## config.mk

```make
export PLATFORM = sky130hd
export DESIGN_NAME = uart_rx_buffered
export DESIGN_NICKNAME = d
export VERILOG_FILES = /design/src/rtl/uart_rx_buffered.sv
export SDC_FILE = /design/constraint.sdc
export NUM_CORES = 1
export LEC_CHECK = 0
export CAP_MARGIN = 20
export CORE_ASPECT_RATIO = 2
export CORE_MARGIN = 2
export CORE_UTILIZATION = 61
export CTS_CLUSTER_DIAMETER = 50
export CTS_CLUSTER_SIZE = 20
export DETAILED_ROUTE_END_ITERATION = 8
export PLACE_DENSITY = 0.79
export SLEW_MARGIN = 20
export SYNTH_ARGS = -nofsm -noshare
export SYNTH_HDL_FRONTEND = slang
export SYNTH_SLANG_ARGS = --single-unit
```

## constraint.sdc

```tcl
create_clock -name clk -period 3.73 [get_ports clk]
set_input_delay 0.373 -clock clk [delete_from_list [all_inputs] [get_ports clk]]
set_output_delay 0.373 -clock clk [all_outputs]
set_load 0.005 [all_outputs]
```

## src/rtl/uart_rx_buffered.sv

```systemverilog
// 8N1 UART receiver with a first-word-fall-through circular FIFO and a rising-edge read strobe.
// Define UART_RX_PARITY_EN to add an even-parity bit, the PARITY state and the parity_err output.
module uart_rx_buffered #(
  parameter int BUFFER_SIZE  = 16,
  parameter int BIT_PER_WORD = 7,
  parameter int DELAY_FRAMES = 2812
) (
  input  logic                  clk,
  input  logic                  rst_n,
  input  logic                  uartRx,
  input  logic                  data_clk,
  input  logic                  err_clr,
  output logic [BIT_PER_WORD:0] dataOut,
  output logic                  empty,
  output logic                  full,
  output logic                  overflow,
  output logic                  frame_err,
`ifdef UART_RX_PARITY_EN
  output logic                  parity_err,
`endif
  output logic [2:0]            state_out
);

  localparam int W    = BIT_PER_WORD + 1;
  localparam int PW   = $clog2(BUFFER_SIZE);
  localparam int CW   = $clog2(DELAY_FRAMES + 1);
  localparam int BCW  = $clog2(W);
  localparam int HALF = DELAY_FRAMES / 2;
  localparam logic [CW-1:0]  FULL_LD  = CW'(DELAY_FRAMES - 1);
  localparam logic [CW-1:0]  HALF_LD  = CW'((HALF > 0) ? HALF - 1 : 0);
  localparam logic [BCW-1:0] LAST_BIT = BCW'(BIT_PER_WORD);
  localparam logic [PW:0]    DEPTH    = (PW+1)'(BUFFER_SIZE);

  typedef enum logic [2:0] {
    IDLE   = 3'd0,
    START  = 3'd1,
    DATA   = 3'd2,
    STOP   = 3'd3,
`ifdef UART_RX_PARITY_EN
    PARITY = 3'd5,
`endif
    STORE  = 3'd4
  } state_t;

  state_t          state, state_nxt;
  logic            rx_meta, rx_sync;
  logic [CW-1:0]   tmr;
  logic            tmr_zero;
  logic [BCW-1:0]  bit_cnt;
  logic [W-1:0]    shreg;
  logic            dclk_q, dclk_prev, pop, push;
  logic            ovf_set, ferr_set;
  logic [PW-1:0]   wr_ptr, rd_ptr;
  logic [PW:0]     count;
  logic [W-1:0]    mem [BUFFER_SIZE];
`ifdef UART_RX_PARITY_EN
  logic            par_bad, perr_set;
`endif

  assign tmr_zero  = (tmr == '0);
  assign empty     = (count == '0);
  assign full      = (count == DEPTH);
  assign pop       = dclk_q && !dclk_prev && !empty;
  assign dataOut   = empty ? '0 : mem[rd_ptr];
  assign state_out = state;

  always_comb begin
    state_nxt = state;
    push      = 1'b0;
    ovf_set   = 1'b0;
    ferr_set  = 1'b0;
`ifdef UART_RX_PARITY_EN
    perr_set  = 1'b0;
`endif
    case (state)
      IDLE:  if (!rx_sync) state_nxt = START;
      START: if (tmr_zero) state_nxt = rx_sync ? IDLE : DATA;
      DATA: begin
        if (tmr_zero && bit_cnt == LAST_BIT) begin
`ifdef UART_RX_PARITY_EN
          state_nxt = PARITY;
`else
          state_nxt = STOP;
`endif
        end
      end
`ifdef UART_RX_PARITY_EN
      PARITY: begin
        if (tmr_zero) begin
          state_nxt = STOP;
          perr_set  = (rx_sync != ^shreg);
        end
      end
`endif
      STOP: begin
        if (tmr_zero) begin
          ferr_set = !rx_sync;
`ifdef UART_RX_PARITY_EN
          state_nxt = (rx_sync && !par_bad) ? STORE : IDLE;
`else
          state_nxt = rx_sync ? STORE : IDLE;
`endif
        end
      end
      STORE: begin
        state_nxt = IDLE;
        push      = !full || pop;
        ovf_set   = full && !pop;
      end
      default: state_nxt = IDLE;
    endcase
  end

  always_ff @(posedge clk or negedge rst_n) begin
    if (!rst_n) begin
      state     <= IDLE;
      rx_meta   <= 1'b1;
      rx_sync   <= 1'b1;
      tmr       <= '0;
      bit_cnt   <= '0;
      shreg     <= '0;
      dclk_q    <= 1'b0;
      dclk_prev <= 1'b0;
      wr_ptr    <= '0;
      rd_ptr    <= '0;
      count     <= '0;
      overflow  <= 1'b0;
      frame_err <= 1'b0;
`ifdef UART_RX_PARITY_EN
      par_bad    <= 1'b0;
      parity_err <= 1'b0;
`endif
    end else begin
      state     <= state_nxt;
      rx_meta   <= uartRx;
      rx_sync   <= rx_meta;
      dclk_q    <= data_clk;
      dclk_prev <= dclk_q;
      // Reload on every state change and on terminal count, so each state times its own interval.
      if (tmr_zero || state_nxt != state)
        tmr <= (state_nxt == START) ? HALF_LD : FULL_LD;
      else
        tmr <= tmr - 1'b1;
      if (state == IDLE) bit_cnt <= '0;
      if (state == DATA && tmr_zero) begin
        shreg   <= {rx_sync, shreg[W-1:1]};
        bit_cnt <= bit_cnt + 1'b1;
      end
      if (push) wr_ptr <= wr_ptr + 1'b1;
      if (pop)  rd_ptr <= rd_ptr + 1'b1;
      if (push && !pop)      count <= count + 1'b1;
      else if (pop && !push) count <= count - 1'b1;
      if (err_clr)      overflow <= 1'b0;
      else if (ovf_set) overflow <= 1'b1;
      if (err_clr)       frame_err <= 1'b0;
      else if (ferr_set) frame_err <= 1'b1;
`ifdef UART_RX_PARITY_EN
      if (state == IDLE)  par_bad <= 1'b0;
      else if (perr_set)  par_bad <= 1'b1;
      if (err_clr)       parity_err <= 1'b0;
      else if (perr_set) parity_err <= 1'b1;
`endif
    end
  end

  always_ff @(posedge clk) begin
    if (push) mem[wr_ptr] <= shreg;
  end

endmodule

```

; ---- Yosys cells after proc, flatten, opt, wreduce, memory -nomap -nowiden
; Memory sizes are Yosys's and may differ from the RTL's.
; Index checks and enable logic that the tools add are counted.
; W data, S select, Z words.
[word_totals]
ff_bits = 45
latch_bits = 0
mem_bits_rw = 128
romBits = 0
out_inout_bits = 15
wordCells = 74
memories = 1
[memory_table]
columns = memory, depth, width, rd, rd_clocked_by_memory_dff, write_ports, line_no
row1 = mem, 16, 8, 1, 0, 1, 55  ; logic [W-1:0] mem [BUFFER_SIZE];
[op_classes]
addsub = 6
mul = 0
div_mod_pow = 0
order_cmp = 0
eq_ne = 8
shifts = 0
n_mux = 24
bitwise_logic = 0
reduce_logical = 22
[op_table]
columns = operator, n
row1 = $mux W12, 2
row2 = $mux W3, 7
row3 = $logic_not A12 Y1, 1
row4 = $pmux W3 S4, 1
row5 = $sub A12 B1 Y12 const B, 1
row6 = $mux W1, 10
row7 = $mux W5, 2
row8 = $add A4 B1 Y4 const B, 2
row9 = $mux W8, 1
row10 = $reduce_bool A2 Y1, 4
row11 = $logic_and A1 B1 Y1, 7
row12 = $eq A3 B1 Y1 const B, 2
row13 = $eq A3 B2 Y1 const B, 2
row14 = $eq A3 B3 Y1 const B, 2
row15 = $logic_not A1 Y1, 6
row16 = $add A5 B1 Y5 const B, 1
row17 = $eq A5 B5 Y1 const B, 1
row18 = $logic_not A5 Y1, 1
row19 = $sub A5 B1 Y5 const B, 1
row20 = $add A3 B1 Y3 const B, 1
row21 = $logic_not A3 Y1, 1
row22 = $ne A3 B3 Y1, 1
row23 = $logic_or A1 B1 Y1, 2
row24 = $mux W2, 1

; ---- Logic depth before layout (Yosys ltp)
; Gate-level depths: netlist (run 1).
[logic_depth]
depth_word = 9
mapped_depth = 11

; ---- Least setup slack after synthesis (run 1)
; OpenSTA, ideal clock, no wires.
[synth_path]
path_type = register to register
start = reg state[2] (netlist: state_out[2])
end = reg count[4]
setup_ns = 0.136
arrival_time_ns = 2.717
required_time_ns = 3.594
path_slack_ns = 0.877
path_stages_with_launch = 11
path_cell_list = dfrtp_1 > buf_2 > or3b_2 > a31oi_1 > buf_2 > ha_1 > inv_1 > fa_1 > a21o_1 > a2111oi_0 > o31ai_1
[synth_between]
elab_chain_cells = 5
[synth_lines]
columns = element, line_no
row1 = start: declaration, 45  ; state_t state, state_nxt;
row2 = start signal: assignment, 134  ; state <= state_nxt;
row3 = $eq A3 B3 Y1 (*), 75  ; case (state)
row4 = $mux W1 (*), 75
row5 = via push, 51  ; logic dclk_q, dclk_prev, pop, push;
row6 = $logic_not A1 Y1, 152  ; else if (pop && !push) count <= count - 1'b1;
row7 = $logic_and A1 B1 Y1, 152
row8 = $reduce_bool A2 Y1 (no source line), n/a
row9 = end signal: assignment, 151  ; if (push && !pop) count <= count + 1'b1;
row10 = end signal: assignment, 152
row11 = end: declaration, 54  ; logic [PW:0] count;
; Mark *: on every way through the listed nets, which the timed path passes. The rest lies on a longest branch.
; A chain may end at the register's enable or synchronous reset.

; ---- Final worst setup path (run 1)
[layout_path]
start = reg rd_ptr[1]
end = out dataOut[3]
[layout_between]
elab_chain_cells = 2
[layout_lines]
columns = element, line_no
row1 = start: declaration, 53  ; logic [PW-1:0] wr_ptr, rd_ptr;
row2 = start signal: assignment, 150  ; if (pop) rd_ptr <= rd_ptr + 1'b1;
row3 = $mem_v2 Z16 W8, n/a
row4 = $mux W8, 64  ; assign dataOut = empty ? '0 : mem[rd_ptr];
row5 = end: declaration, 13  ; output logic [BIT_PER_WORD:0] dataOut,
; Every way passes these cells.

==> results.cfg, run 1 <==
[routing]
dr.pass1.iters = 5
routed_wl_mm = 13.72
dr_total_vias = 3806
drc = 0
wl_per_cell_um = 22.60
vias_per_cell = 6.270
detail-route-antenna-nets = 0
drtIter0Drc = 243

[die]
io_pins = 20
coreArea_um2 = 11630
start_util = 0.6218
die_h_um = 158.0
rows = 56
die_w_um = 80.99
die-area_um2 = 12800

[final_layout]
fin_util = 0.7040
drive_gt1_frac = 0.2035
antenna_cells = 0
layout.nets = 467
area_delta_synth_final_pct = 13.22
fillers = 747
layout_common_cells = edfxtp_1, dfrtp_1, mux4_2
layout_commonest_cell = edfxtp_1
stdcell_count = 607

[min_path]
hold_depth = 1
min_path_type = in -> reg

[global_routing]
grt_overflow_total = 0
gr-usage-all-layers = 0.2436
grt_pass1_vias = 4097
antenna_found_initial = 0
grt_pass1_wl_mm = 22.09
grt_max_degree = 46

[yosys]
synthFlopType = edfxtp_1
syn-cell-area_um2 = 7232
ys_types = 49
synth_top_area_frac = 0.5315
synth_area_per_cell_um2 = 17.06
synth_area_leaders = edfxtp_1, dfrtp_1, mux4_2
synth_edf_count = 128
yosysTopAreaCell = edfxtp_1
yosysSeqAreaShare = 0.6875
yosysWarningCount = 0
synthCells = 424
async_flop_share = 0.2601
synth_nets = 442
synth_seq_cells = 173

[power_and_ir_drop]
power_density_nw_per_um2 = 472.5
vdd_ir_drop_max_v = 0.0004521
finalPower_w = 0.003869
p_leak_nw = 2.556

[sta]
maxSlewViolCount = 0
worst_pin_slew_ns = 0.8036
setup_tns_ns = 0
rsz0062_at_grt = no
period_share = 0.8686
setup_viol = 0
slew_headroom = 0.4593
fmax_ghz = 0.3087
timing.final.crit_period_ns = 3.240
timing.hold.ws_ns = 0.3558
timing.final.hold_violations = 0
fin_skew_ns = 0.008009

[clock_network]
clock_latency_ns = 0.42
clock-sinks = 173
post_cts_buffers = 0
root_buffer = clkbuf_16
cts_htree_levels = 4
cts_buffers = 17
tritoncts = yes
cts.clk_slew.worst_paths_ns = 0.07
cts.path.max_buffers = 2
cts_resized = 0

[placed_design]
portBuffers = 19
place_hpwl_mm = 8.888
dp.cells = 574
gp_congestion = 0.8097

[worst_setup_path]
start_kind = flop
arrival_ns = 2.87
worstSetupPathType = reg -> out
critPathMaxFanout = 16
r2r_cells = 9
crit_path_end_kind = output pin
crit_required_ns = 3.36

[outcome]
run_status = complete, no violations

[run]
maxCapViolations = 0
==> sequential cells by signal, indices dropped and copies added, names as in the netlist, 3 cells and up <==
name / flops
bit_cnt: 3
count: 5
mem: 128
rd_ptr: 4
shreg: 8
state_out: 3
tmr: 12
wr_ptr: 4
==> logic make-up (layout without fill, tap and decap cells) <==
group,count (synthesis),after routing,share of synthesized area
AOI/OAI and AO/OA,45,45,0.04187
xor gates and xnor gates,16,16,0.01938
adders and majority gates,13,13,0.02353
buffers and inverters,32,70,0.01920
DFF,173,173,0.6875
muxes,52,52,0.1291
and+or+nand+nor,93,93,0.07941
==> synthesized netlist by cell type (2+ instances only) <==
master and number:
nor4_4 2, nor3b_1 2, ha_1 12, clkbuf_1 13
mux2i_1 10, xor2_1 3, nor3_1 9, nand2b_1 3
and3_1 15, o21ai_0 7, a211oi_1 16, nand3_1 7
nor2b_1 10, mux4_2 32, buf_2 9, or3b_2 2
xnor2_1 13, and2_1 3, nor4_1 4, o31ai_1 3
inv_1 8, nand4_1 4, edfxtp_1 128, a21o_1 3
or4_1 2, dfrtp_1 43, dfstp_2 2, mux2_2 10
or4_4 2, nor2_1 10, a21oi_1 8, nand2_1 12
==> per-stage QoR <==
stage               area (µm²)  setup WS (ns)
floorplan                 7232         0.8773
global placement          7565         0.7908
detailed placement        7565         0.6752
CTS                       8175         0.4978
global route              8188         0.2280
finish                    8188         0.4903
==> report_power, final <==
group / internal, W / switching (W) / total (W)
clock network: 0.00107 / 0.000733 / 0.00180
registers: 0.00205 / 0.00000174 / 0.00205
logic: 0.00000454 / 0.0000105 / 0.0000150
total: 0.00312 / 0.000745 / 0.00387
==> worst max-delay path, cell delays in order, from the launching register on <==
cell and delay [ns]:
dfrtp_1 0.35, buf_4 0.32, mux4_2 0.56, nor2b_1 0.16, a211oi_1 0.45, a211oi_1 0.11, clkdlybuf4s50_1 0.48
==> final cells by class <==
class | count | area, µm² | area share
Sequential cell | 173 | 4972 | 0.6073
Tap cell | 145 | 181.4 | 0.02216
Clock inverter | 13 | 177.7 | 0.02170
Inverter | 8 | 30.03 | 0.003667
Clock buffer | 19 | 432.9 | 0.05287
Multi-Input combinational cell | 219 | 2121 | 0.2590
Timing Repair Buffer | 30 | 272.8 | 0.03331
==> final timing paths <==
path                                 from          to  slack [ns]
worst max-delay path            rd_ptr[1]  dataOut[3]        0.49
worst min-delay path               uartRx     rx_meta        0.36
worst max register to register   count[0]    count[4]        0.60
worst min register to register    rx_meta     rx_sync        0.36
max in group asynchronous           rst_n   rd_ptr[3]        2.86
min in group asynchronous           rst_n      tmr[8]        0.48
==> layer usage <==
metal	track usage	routed length, µm	vias to the layer above
li1	-	-	1723
met1	0.2832	4940	1929
met2	0.4211	7699	119
met3	0.05017	516	35
met4	0.1219	563	0
met5	0	0	-
==> timing repair <==
action                                 4_1_cts  5_1_grt
hold buffers                                 0        1
setup endpoints to repair                    0        0
endpoints found under the hold margin        0       26
Note: power is estimated with default switching activity, not from simulation.
==> run 2, diff against run 1 <==
--- a/config.mk
+++ b/config.mk
@@ -7,9 +7,7 @@
 export LEC_CHECK = 0
 export CAP_MARGIN = 20
 export CORE_ASPECT_RATIO = 2
-export CORE_MARGIN = 2
 export CORE_UTILIZATION = 61
-export CTS_CLUSTER_DIAMETER = 50
 export CTS_CLUSTER_SIZE = 20
 export DETAILED_ROUTE_END_ITERATION = 8
 export PLACE_DENSITY = 0.79
==> run 2 against run 1 <==
Fmax down 0.72%. Design area about the same. Largest cell class unchanged. Die area fell by 3.7%. Worst setup slack got worse by 0.023 ns. First-iteration DRC count grew 26%. Largest power group unchanged. Clock power grew 5%. Worst hold slack improved by 0.00053 ns. Global-route usage increased by 2.1 points. Critical path depth down 1.
==> results.cfg, run 2 (synthesis results as in run 1) <==
[outcome]
run_status = complete, no violations

[worst_setup_path]
crit_required_ns = 3.36
arrival_ns = 2.89
reg2reg_slack_ns = 0.62
r2r_cells = 9
timing.rr.end = count[4]
worstReg2RegStart = count[0]
crit_path_end_kind = output pin
critPathMaxFanout = 14
worstSetupPathType = reg -> out
start_kind = flop

[sta]
period_share = 0.8748
worst_pin_slew_ns = 0.8777
timing.final.crit_period_ns = 3.263
setup_tns_ns = 0
timing.final.hold_violations = 0
slew_headroom = 0.4095
fin_skew_ns = 0.01988
rsz0062_at_grt = no
maxSlewViolCount = 0
setup_viol = 0
fmax_ghz = 0.3065

[power_and_ir_drop]
power_density_nw_per_um2 = 482.8
finalPower_w = 0.003956
vdd_ir_drop_max_v = 0.0003677
p_leak_nw = 2.559

[die]
coreArea_um2 = 11420
io_pins = 20
die_h_um = 156.0
die-area_um2 = 12320
start_util = 0.6331
die_w_um = 78.99
rows = 55

[routing]
vias_per_cell = 6.478
dr_total_vias = 3893
detail-route-antenna-nets = 0
drtIter0Drc = 306
wl_per_cell_um = 24.36
routed_wl_mm = 14.64
dr.pass1.iters = 5
drc = 0

[min_path]
min_from = uartRx
hold_depth = 1
hold_end = rx_meta
min_path_type = in -> reg

[global_routing]
grt_max_degree = 46
gr-usage-met1 = 0.3097
grtUsageMet3 = 0.05380
grt_pass1_vias = 4108
grt_pass1_wl_mm = 22.94
gr-usage-all-layers = 0.2644
grt.busiest_layer = met2
antenna_found_initial = 0
use_met2 = 0.4672
grt_overflow_total = 0

[final_layout]
layout.nets = 465
largest_reg_flops = 128
antenna_cells = 0
seq_area_um2 = 4972
fin_area_um2 = 8193
reg_top3 = mem (128), tmr (12), shreg (8)
area_delta_synth_final_pct = 13.29
drive_gt1_frac = 0.2004
multi_input_area_um2 = 2121
layout_commonest_cell = edfxtp_1
fin_util = 0.7172
layout_common_cells = edfxtp_1, dfrtp_1, mux4_2
fillers = 711
max_flop_register = mem

[clock_network]
cts_buffers = 17
cts.clk_slew.worst_paths_ns = 0.07
cts_htree_levels = 4
tritoncts = yes
root_buffer = clkbuf_16
clock-sinks = 173
cts.path.max_buffers = 2
clock_latency_ns = 0.43

[placed_design]
placed_cell_area_um2 = 7546
portBuffers = 19
place_hpwl_mm = 9.163
gp_congestion = 0.7844

[run]
maxCapViolations = 0
-- run 2: changes by cell type in the layout (fill, tap and decap cells not counted), sizes merged --
cell,before,now
clkinvlp,2,1
bufinv,3,4
clkbuf,19,17
clkinv,2,4
buf,11,9
inv,14,13
-- run 2: layout make-up --
class / count / area share
Clock buffer: 17 / 0.05192
Clock inverter: 14 / 0.02550
Inverter: 8 / 0.003665
Multi-Input combinational cell: 219 / 0.2589
Sequential cell: 173 / 0.6069
Tap cell: 142 / 0.02169
Timing Repair Buffer: 28 / 0.03146
-- run 2: critical path, stage by stage (launching register included) --
cell and delay, ns:
dfrtp_1 0.81, buf_4 0.37, mux4_2 0.33, a211oi_1 0.40, a211oi_1 0.09, clkdlybuf4s50_1 0.48
-- run 2: metal layers --
metal,part of all wire,wire [µm]
met5,0,0
met3,0.038,563
met2,0.56,8211
met1,0.37,5434
met4,0.030,434
-- run 2: power breakdown --
| group | switching [W] | internal, W | total (W) |
|---|---|---|---|
| registers | 0.00000149 | 0.00205 | 0.00205 |
| clock network | 0.000757 | 0.00113 | 0.00189 |
| logic | 0.0000108 | 0.00000453 | 0.0000153 |
-- run 2: per-stage QoR --
step	hold slack [ns]	std cells	setup slack, ns
6_report	0.3564	601	0.4669
2_1_floorplan	0.07741	424	0.8773
3_5_place_dp	0.3472	569	0.6162
4_1_cts	0.1380	600	0.4024
5_1_grt	0.3359	601	0.2254
3_3_place_gp	0.3463	569	0.7789
-- run 2: timing repair --
item | CTS | global route
buffers inserted | 0 | 0
resized for setup | 0 | 0
hold buffers | 0 | 1
hold endpoints to repair | 0 | 30
-- run 2: how the worst max path moves through the flow --
stage | from | end | slack, ns | depth (start not counted)
after floorplan | state_out[2] | count[4] | 0.88 | 10
after detailed placement | count[0] | count[4] | 0.62 | 9
final | rd_ptr[3] | dataOut[1] | 0.47 | 5
after CTS | rd_ptr[3] | dataOut[1] | 0.40 | 5
after global routing | count[0] | count[4] | 0.23 | 9
after global placement | count[0] | count[4] | 0.78 | 9
==> run 3, diff against run 2 <==
--- a/config.mk
+++ b/config.mk
@@ -5,7 +5,6 @@
 export SDC_FILE = /design/constraint.sdc
 export NUM_CORES = 1
 export LEC_CHECK = 0
-export CAP_MARGIN = 20
 export CORE_ASPECT_RATIO = 2
 export CORE_UTILIZATION = 61
 export CTS_CLUSTER_SIZE = 20
==> results of run 3 <==
Final layout, timing and power as in run 2 (identical DEF).
